### config.mk
export PLATFORM = sky130hd
export DESIGN_NAME = load_store_unit
export DESIGN_NICKNAME = d
export VERILOG_FILES = /design/src/rtl/load_store_unit.sv
export SDC_FILE = /design/constraint.sdc
export NUM_CORES = 1
export LEC_CHECK = 0
export BUFFER_PORTS_ARGS = -buffer_cell sky130_fd_sc_hd__buf_2
export CORE_ASPECT_RATIO = 1.5
export CORE_MARGIN = 1
export CORE_UTILIZATION = 54
export CTS_CLUSTER_SIZE = 12
export DETAILED_ROUTE_END_ITERATION = 12
export PLACE_DENSITY_LB_ADDON = 0.3
export SETUP_SLACK_MARGIN = 0.2
export SKIP_LAST_GASP = 1
export SLEW_MARGIN = 20
export SYNTH_ARGS = -nofsm -noshare
export SYNTH_HDL_FRONTEND = slang
export SYNTH_SLANG_ARGS = --single-unit
### constraint.sdc
create_clock -name clk -period 3.8 [get_ports clk]
set_input_delay 0.76 -clock clk [delete_from_list [all_inputs] [get_ports clk]]
set_output_delay 0.76 -clock clk [all_outputs]
set_load 0.1 [all_outputs]
### src/rtl/load_store_unit.sv
// Memory-stage load/store unit: single-outstanding word bus with byte enables,
// pipeline stall, load extension and misalignment / bus-error / timeout faults.
module load_store_unit #(
  parameter int unsigned TIMEOUT_CYCLES = 256
) (
  input  logic        clk,
  input  logic        rst_n,
  input  logic        req_valid,
  input  logic        mem_read,
  input  logic        mem_write,
  input  logic [1:0]  mem_size,
  input  logic        mem_unsigned,
  input  logic [31:0] addr,
  input  logic [31:0] store_data,
  output logic        stall,
  output logic        done,
  output logic [31:0] load_data,
  output logic        fault,
  output logic [1:0]  fault_cause,
  output logic        bus_req,
  output logic        bus_we,
  output logic [31:0] bus_addr,
  output logic [3:0]  bus_be,
  output logic [31:0] bus_wdata,
  input  logic        bus_gnt,
  input  logic        bus_rvalid,
  input  logic        bus_err,
  input  logic [31:0] bus_rdata
);

  localparam int unsigned CW = $clog2(TIMEOUT_CYCLES);
  localparam logic [CW-1:0] CNT_LAST = CW'(TIMEOUT_CYCLES - 1);

  typedef enum logic [1:0] {S_IDLE, S_REQ, S_RESP, S_DONE} state_t;

  typedef enum logic [1:0] {
    CAUSE_NONE      = 2'd0,
    CAUSE_MISALIGN  = 2'd1,
    CAUSE_BUS_ERR   = 2'd2,
    CAUSE_TIMEOUT   = 2'd3
  } cause_t;

  state_t        state;
  logic [CW-1:0] cnt;
  logic          op_write;
  logic [1:0]    addr_lo;
  logic [1:0]    size_q;
  logic          unsigned_q;

  logic          mem_req;
  logic          misaligned;
  logic [3:0]    be_c;
  logic [31:0]   wdata_c;
  logic [31:0]   shifted;
  logic [31:0]   load_fmt;
  logic          cnt_expired;

  assign mem_req     = req_valid & (mem_read | mem_write);
  assign stall       = ((state == S_IDLE) & mem_req) | (state == S_REQ) | (state == S_RESP);
  assign cnt_expired = (cnt == CNT_LAST);

  // NOTE: every signal written here gets a default first so no latch is inferred.
  always_comb begin
    misaligned = 1'b0;
    be_c       = 4'b1111;
    wdata_c    = store_data;
    unique case (mem_size)
      2'd0: begin
        be_c    = 4'b0001 << addr[1:0];
        wdata_c = {4{store_data[7:0]}};
      end
      2'd1: begin
        misaligned = addr[0];
        be_c       = 4'b0011 << addr[1:0];
        wdata_c    = {2{store_data[15:0]}};
      end
      2'd2: misaligned = |addr[1:0];
      default: misaligned = 1'b1;
    endcase
  end

  // Loads are formatted from the lane offset and size latched at request time.
  assign shifted = bus_rdata >> {addr_lo, 3'b000};

  always_comb begin
    load_fmt = shifted;
    unique case (size_q)
      2'd0:    load_fmt = {{24{~unsigned_q & shifted[7]}}, shifted[7:0]};
      2'd1:    load_fmt = {{16{~unsigned_q & shifted[15]}}, shifted[15:0]};
      default: load_fmt = shifted;
    endcase
  end

  // NOTE: sequential state uses non-blocking assignments only, so every register
  // samples the pre-edge value of every other register.
  always_ff @(posedge clk or negedge rst_n) begin
    if (!rst_n) begin
      state       <= S_IDLE;
      cnt         <= '0;
      op_write    <= 1'b0;
      addr_lo     <= 2'b00;
      size_q      <= 2'b00;
      unsigned_q  <= 1'b0;
      bus_req     <= 1'b0;
      bus_we      <= 1'b0;
      bus_addr    <= '0;
      bus_be      <= '0;
      bus_wdata   <= '0;
      done        <= 1'b0;
      fault       <= 1'b0;
      fault_cause <= CAUSE_NONE;
      load_data   <= '0;
    end else begin
      unique case (state)
        S_IDLE: begin
          done <= 1'b0;
          if (mem_req) begin
            op_write   <= mem_write;
            addr_lo    <= addr[1:0];
            size_q     <= mem_size;
            unsigned_q <= mem_unsigned;
            bus_we     <= mem_write;
            bus_addr   <= {addr[31:2], 2'b00};
            bus_be     <= be_c;
            bus_wdata  <= wdata_c;
            if (misaligned) begin
              state       <= S_DONE;
              done        <= 1'b1;
              fault       <= 1'b1;
              fault_cause <= CAUSE_MISALIGN;
            end else begin
              state   <= S_REQ;
              bus_req <= 1'b1;
              cnt     <= '0;
            end
          end
        end
        S_REQ: begin
          if (bus_gnt) begin
            state   <= S_RESP;
            bus_req <= 1'b0;
            // Saturate so a grant on the last allowed cycle cannot wrap the budget.
            if (!cnt_expired) cnt <= cnt + 1'b1;
          end else if (cnt_expired) begin
            state       <= S_DONE;
            bus_req     <= 1'b0;
            done        <= 1'b1;
            fault       <= 1'b1;
            fault_cause <= CAUSE_TIMEOUT;
          end else begin
            cnt <= cnt + 1'b1;
          end
        end
        S_RESP: begin
          if (bus_rvalid) begin
            state <= S_DONE;
            done  <= 1'b1;
            if (bus_err) begin
              fault       <= 1'b1;
              fault_cause <= CAUSE_BUS_ERR;
            end else begin
              fault       <= 1'b0;
              fault_cause <= CAUSE_NONE;
              if (!op_write) load_data <= load_fmt;
            end
          end else if (cnt_expired) begin
            state       <= S_DONE;
            done        <= 1'b1;
            fault       <= 1'b1;
            fault_cause <= CAUSE_TIMEOUT;
          end else begin
            cnt <= cnt + 1'b1;
          end
        end
        S_DONE: begin
          state <= S_IDLE;
          done  <= 1'b0;
        end
        default: state <= S_IDLE;
      endcase
    end
  end

endmodule

==> metrics.log, run 1 <==
[metrics] Total GRT Usage: 28.3%
[metrics] Setup crit start kind: register
[metrics] Clock Latency Late Sink: 0.42 ns
[metrics] most utilized layer in the global route result: met2
[metrics] cts bufs inserted: 17
[metrics] data arrival time of the critical path: 2.04 ns
[metrics] total number of placement rows: 45
[metrics] Ant. Diodes: 0
[metrics] critical path start-end classification: register to output port
[metrics] Synth Register Bits: 119
[metrics] clk sink count: 119
[metrics] largest net degree at the start of global routing: 104
[metrics] via count of the first global-routing pass: 4980
[metrics] number of distinct library cells after synthesis: 51
[metrics] number of antenna violations at the first check in global routing: 0
[metrics] Initial DRT Pass Iterations: 5
[metrics] pin slew with the least headroom to its limit: 1.00 ns
[metrics] number of failing setup endpoints in the final timing report: 0
[metrics] required time at the worst-slack endpoint: 3.04 ns
[metrics] dominant register cell in the synthesized netlist: sky130_fd_sc_hd__dfrtp_1
[metrics] share of synthesized area occupied by flip-flops and latches: 51.6%
[metrics] number of hold violations in the final report: 0
[metrics] fin nets: 843
[metrics] EDFF count, synth: 0
[metrics] Worst slew margin: 33.4%
[metrics] routing usage on met1: 31.8%
[metrics] largest buffer count on any clock path: 2
[metrics] final critical-path required period: 2.80 ns
[metrics] count of pins over their slew limit: 0
[metrics] Max Cap Violations: 0
[metrics] detailed-route via count: 4941
[metrics] Clock Skew: 0.00928 ns
[metrics] count of mapped cells out of synthesis: 530
[metrics] antenna-violating nets left: 0
[metrics] growth of design area from synthesis to finish: 30.6%
[metrics] die outline area: 0.0111 mm²
[metrics] H-tree Lvls: 4
[metrics] share of synthesized flip-flops with an asynchronous set or reset: 100%
[metrics] Initial DRC Count: 187
[metrics] half-perimeter wire length after placement: 10600 µm
[metrics] Congestion Overflow GR: 0
[metrics] Syn Area/Cell: 10.9 µm²
[metrics] Non-Filler Instances: 884
[metrics] boundary pin count: 214
[metrics] fraction of final layout cells with drive strength greater than 1: 40.2%
[metrics] Port Buf Inserts: 211
[metrics] standard cell core area: 0.0102 mm²
[metrics] library cell used as clock root buffer: sky130_fd_sc_hd__clkbuf_16
[metrics] CTS Hold Bufs: 0
[metrics] outcome: completed
[metrics] global placement routability congestion: 0.890
[metrics] via-per-instance ratio: 5.59
[metrics] clock-pin slew of the registers on the worst-case setup and hold paths: 0.06 ns
[metrics] endpoint class of the critical path: output port
[metrics] final critical-path share of the clock period: 73.6%
[metrics] die width: 86.4 µm
[metrics] TritonCTS clock tree: yes
[metrics] initial core utilization: 56.3%
[metrics] remaining routing DRC violations: 0
[metrics] Hold Crit Class: input pin to async pin
[metrics] Global Route met3 Usage: 7.83%
[metrics] buffers inserted by post-CTS timing repair: 0
[metrics] synthesis warning total: 0
[metrics] Cells after DPL: 852
[metrics] height of the die: 129 µm
[metrics] GR Util met2: 49.2%
[metrics] maximum achievable frequency: 358 MHz
[metrics] post-detailed-routing wire length: 15000 µm
[metrics] post-synth design cell area: 0.00577 mm²
[metrics] worst-path fanout max: 8
[metrics] wire length of the first global-routing pass: 23900 µm
[metrics] count of instances resized after the clock tree is built: 0
[metrics] aggregate negative setup slack: 0 ns
[metrics] RSZ-0062 raised after global routing: no
[metrics] per-cell routed wire length: 17.0 µm
-- path summary, 6_finish.rpt --
path / cells after the start / end / from / slack, ns
setup / recovery: 5 / stall / state[1] / 1.00
hold / removal: 1 / load_data[30] / rst_n / 0.40
setup reg to reg: 4 / load_data[17] / addr_lo[1] / 1.29
hold reg to reg: 2 / bus_wdata[20] / bus_wdata[20] / 0.48
max in group asynchronous: 2 / bus_wdata[18] / rst_n / 2.61
min in group clk: 2 / bus_wdata[20] / bus_wdata[20] / 0.48
-- worst max-delay path, stage by stage (launching register included) --
cell	delay [ns]
sky130_fd_sc_hd__dfrtp_1	0.41
sky130_fd_sc_hd__inv_1	0.15
sky130_fd_sc_hd__ha_1	0.38
sky130_fd_sc_hd__o211ai_1	0.17
sky130_fd_sc_hd__nand2_1	0.10
sky130_fd_sc_hd__buf_2	0.42
-- placed cells by master (no fill, tap or decap), types with 3 or more instances in the layout --
master	n
sky130_fd_sc_hd__dfrtp_1	119
sky130_fd_sc_hd__and2_1	18
sky130_fd_sc_hd__o2bb2ai_1	3
sky130_fd_sc_hd__nor2b_1	9
sky130_fd_sc_hd__clkbuf_16	17
sky130_fd_sc_hd__mux2_2	45
sky130_fd_sc_hd__o211ai_1	3
sky130_fd_sc_hd__nand4_1	7
sky130_fd_sc_hd__a32o_1	3
sky130_fd_sc_hd__mux2i_1	42
sky130_fd_sc_hd__nor3_1	3
sky130_fd_sc_hd__nand3_1	6
sky130_fd_sc_hd__a21o_1	3
sky130_fd_sc_hd__o22a_1	16
sky130_fd_sc_hd__a21oi_1	29
sky130_fd_sc_hd__o21ai_0	44
sky130_fd_sc_hd__clkinv_4	6
sky130_fd_sc_hd__nor2_1	40
sky130_fd_sc_hd__nand2_1	39
sky130_fd_sc_hd__mux2_1	5
sky130_fd_sc_hd__a31oi_1	3
sky130_fd_sc_hd__buf_4	4
sky130_fd_sc_hd__inv_6	5
sky130_fd_sc_hd__ha_1	6
sky130_fd_sc_hd__bufinv_16	4
sky130_fd_sc_hd__inv_1	10
sky130_fd_sc_hd__a211oi_1	9
sky130_fd_sc_hd__nand2b_1	5
sky130_fd_sc_hd__buf_2	210
-- metal layers --
| metal | vias to the layer above | wire, µm |
|---|---|---|
| met3 | 34 | 1030 |
| li1 | 2294 | - |
| met1 | 2392 | 5650 |
| met4 | 0 | 466 |
| met5 | - | 0 |
| met2 | 221 | 7860 |
-- cells in the mapped netlist, drive strengths merged, types with 2 or more instances --
cell type / instances / share of area [%]
a211oi: 9 / 1.2
a21o: 3 / 0.39
a21oi: 29 / 2.5
a221oi: 2 / 0.41
a22oi: 2 / 0.26
a2bb2oi: 2 / 0.30
a31oi: 3 / 0.33
a32o: 3 / 0.52
and2: 18 / 2.0
and3: 2 / 0.22
buf: 17 / 1.7
clkbuf: 18 / 1.2
dfrtp: 119 / 52
ha: 6 / 1.3
inv: 10 / 0.65
mux2: 50 / 9.8
mux2i: 42 / 7.3
nand2: 39 / 2.5
nand2b: 5 / 0.54
nand3: 7 / 0.69
nand4: 7 / 0.76
nor2: 40 / 2.6
nor2b: 9 / 0.98
nor3: 3 / 0.26
o211ai: 4 / 0.61
o21ai: 45 / 3.9
o22a: 16 / 2.4
o2bb2ai: 3 / 0.46
or2: 3 / 0.33
or3: 2 / 0.22
-- final cells by class --
class | instances | area [µm²]
Inverter | 10 | 37.5
Fill cell | 770 | 2720
Clock buffer | 17 | 425
Tap cell | 141 | 176
Sequential cell | 119 | 2980
Clock inverter | 15 | 216
Timing Repair Buffer | 215 | 1100
Multi-Input combinational cell | 367 | 2590
-- per-stage QoR --
| step | setup slack, ns | hold WS, ns | util (%) | instance area [µm²] |
|---|---|---|---|---|
| 6_report | 1.00 | 0.397 | 73.5 | 7530 |
| 4_1_cts | 1.01 | 0.422 | 73.5 | 7530 |
| 3_5_place_dp | 1.30 | 0.465 | 67.2 | 6890 |
| 2_1_floorplan | 0.815 | 0.464 | - | 5770 |
| 5_1_grt | 0.907 | 0.450 | 73.5 | 7530 |
| 3_3_place_gp | 1.37 | 0.457 | 67.2 | 6890 |
-- cell families after synthesis --
family | synth area share, %
AND/OR/NAND/NOR | 11.6
AO/OA/AOI/OAI | 14.4
multiplexers | 17.4
other | 0.0650
flip-flops | 51.6
adder cells (fa/ha/maj) | 1.30
buffers and inverters | 3.56
-- sequential cells by signal (all words and copies together), names as in the netlist, 2 cells and up --
signal / flops
bus_addr: 30
load_data: 32
bus_be: 4
fault_cause: 2
state: 2
size_q: 2
addr_lo: 2
bus_wdata: 32
cnt: 8
Power of run 1 is not shown: default switching activity piles up to over one toggle a cycle in this logic, so the estimate is an artifact.
==> inputs of run 2 (changes only) <==
Settings changed: CORE_UTILIZATION 54 to 45.
Clock period 3.8 ns to 2.5 ns, I/O delays scaled along.
==> run 2 against run 1 <==
Against the previous run: global-route usage is 4.0 points lower; count of clock-buffer cells in the layout rose by 1; first-iteration DRC count shrank 8.0%; final cell count up 2.9%; non-clock buffer count up 11; cell area increased by 1.4%; sequential cell count is the same; die area grew 20%; register-to-register slack got worse by 0.85 ns.
==> metrics.log, run 2 (synthesis gave the netlist of run 1 again) <==
[metrics] pin slew with the least headroom to its limit: 0.716 ns (-0.284 ns)
[metrics] die width: 94.4 µm (+9.3%)
[metrics] cell family contributing the most delay on the critical path: flip-flops
[metrics] die outline area: 0.0133 mm² (+20%)
[metrics] worst-path fanout max: 7 (-1)
[metrics] TritonCTS clock tree: yes
[metrics] Worst slew margin: 52.1% (+19 points)
[metrics] CTS Hold Bufs: 0 (unchanged)
[metrics] Total GRT Usage: 24.3% (-4.0 points)
[metrics] remaining routing DRC violations: 0 (unchanged)
[metrics] count of pins over their slew limit: 0 (unchanged)
[metrics] number of inserted filler cells in the final layout: 1088 (+41%)
[metrics] aggregate negative setup slack: 0 ns (unchanged)
[metrics] required time at the worst-slack endpoint: 2.00 ns (-1.04 ns)
[metrics] fin nets: 854 (+1.3%)
[metrics] via-per-instance ratio: 5.40 (-3.3%)
[metrics] standard cell core area: 0.0125 mm² (+22%)
[metrics] library cell used as clock root buffer: sky130_fd_sc_hd__clkbuf_16
[metrics] highest-count cells in the layout ignoring fill and taps: sky130_fd_sc_hd__buf_2 (209), sky130_fd_sc_hd__dfrtp_1 (119), sky130_fd_sc_hd__mux2_2 (45)
[metrics] clk sink count: 119 (unchanged)
[metrics] cts bufs inserted: 17 (unchanged)
[metrics] boundary pin count: 214 (unchanged)
[metrics] worst path bufs/invs: 2 (unchanged)
[metrics] Congestion Overflow GR: 0 (unchanged)
[metrics] half-perimeter wire length after placement: 11100 µm (+4.9%)
[metrics] largest net degree at the start of global routing: 83 (-20%)
[metrics] global placement routability congestion: 0.850 (-4.5%)
[metrics] final critical-path share of the clock period: 88.2%
[metrics] critical path start-end classification: register to output port
[metrics] wire length of the first global-routing pass: 25100 µm (+5.0%)
[metrics] clock-pin slew of the registers on the worst-case setup and hold paths: 0.06 ns (about the same)
[metrics] start point of the critical path: state[1]
[metrics] antenna-violating nets left: 0 (unchanged)
[metrics] largest buffer count on any clock path: 2 (unchanged)
[metrics] Initial DRT Pass Iterations: 5 (unchanged)
[metrics] Clock Latency Late Sink: 0.40 ns (-0.02 ns)
[metrics] H-tree Lvls: 4 (unchanged)
[metrics] Setup crit start kind: register
[metrics] Max Cap Violations: 0 (unchanged)
[metrics] total number of placement rows: 50 (+11%)
[metrics] number of antenna violations at the first check in global routing: 0 (unchanged)
[metrics] cell type of the slowest stage on the worst timing path: sky130_fd_sc_hd__dfrtp_1
[metrics] height of the die: 141 µm (+9.4%)
[metrics] RSZ-0062 raised after global routing: no
[metrics] number of hold violations in the final report: 0 (unchanged)
[metrics] detailed-route via count: 4917 (-0.49%)
[metrics] final worst slack: 0.295 ns (-0.708 ns)
[metrics] Port Buf Inserts: 211 (unchanged)
[metrics] maximum achievable frequency: 453 MHz
[metrics] endpoint class of the critical path: output port
[metrics] via count of the first global-routing pass: 5155 (+3.5%)
[metrics] data arrival time of the critical path: 1.71 ns (-0.33 ns)
[metrics] Place WS: 0.448 ns (-0.849 ns)
[metrics] number of failing setup endpoints in the final timing report: 0 (unchanged)
[metrics] outcome: completed
[metrics] area occupied by multi-input gates: 0.00262 mm² (+1.2%)
[metrics] per-cell routed wire length: 16.6 µm (-2.0%)
[metrics] growth of design area from synthesis to finish: 32.4%
[metrics] critical-path cell list: inv_1, ha_1, nor2_4, nand2_4, buf_12
[metrics] Initial DRC Count: 172 (-8.0%)
[metrics] Ant. Diodes: 0 (unchanged)
[metrics] fraction of final layout cells with drive strength greater than 1: 41.6% (+1.4 points)
[metrics] Clock Skew: 0.00786 ns (-0.00142 ns)
[metrics] leading cell type in the layout, fill and taps excluded: sky130_fd_sc_hd__buf_2
[metrics] area taken by flip-flops and latches: 0.00298 mm² (unchanged)
[metrics] final critical-path required period: 2.21 ns
[metrics] initial core utilization: 46.1% (-10 points)
[metrics] maximum single-stage delay on the critical path: 0.41 ns (about the same)
[metrics] largest registers in the final layout: bus_wdata (32), load_data (32), bus_addr (30)
[metrics] post-detailed-routing wire length: 15100 µm (+0.93%)
[metrics] Hold Crit Class: input pin to async pin
[metrics] Worst R2R Start: cnt[0]
## run 2: worst reg2reg max path, delay by kind of cell, from the launching register on
kind	cells	cell delay [ns]
AOI/OAI and AO/OA	1	0.27
adders and majority gates	1	0.23
DFF	1	0.42
and+or+nand+nor	3	1.01
## run 2: what timing repair did
action | CTS | global route
resized for setup | 2 | 3
setup endpoints to repair | 1 | 1
pin swaps | 1 | 0
buffers inserted | 1 | 0
gates cloned | 0 | 0
## run 2: area by class of cell
type / instances / area share, %
clock buffers: 18 / 5.75
clock inverters: 14 / 1.98
inverters: 10 / 0.492
multi-input cells: 367 / 34.3
flip-flops and latches: 119 / 39.0
well taps: 156 / 2.56
repair buffers: 226 / 15.9
## run 2: routing by layer
metal	global-route usage [%]	routed length, µm	part of all wire (%)
met1	27.3	5710	38
met3	6.53	951	6.3
met4	8.99	304	2.0
met2	43.1	8180	54
met5	0	0	0
## run 2: worst paths after layout
check / endpoint / slack (ns) / depth (start not counted)
setup / recovery: stall / 0.29 / 5
hold / removal: bus_addr[21] / 0.1 / 1
setup reg to reg: cnt[3] / 0.44 / 5
hold reg to reg: bus_wdata[26] / 0.47 / 2
max in group asynchronous: fault_cause[0] / 1.58 / 2
min in group clk: bus_addr[21] / 0.30 / 2
## run 2: per-stage QoR
| stage | hold WS (ns) | std cells | cell area, µm² | util (%) |
|---|---|---|---|---|
| final | 0.0984 | 910 | 7630 | 61.0 |
| after global routing | 0.142 | 910 | 7630 | 61.0 |
| after CTS | 0.115 | 910 | 7620 | 60.9 |
| after detailed placement | 0.465 | 877 | 7010 | 56.1 |
| after global placement | 0.458 | 877 | 7010 | 56.1 |
| after floorplan | 0.204 | 531 | 5780 | - |
Power of run 2 is left out for the same reason.
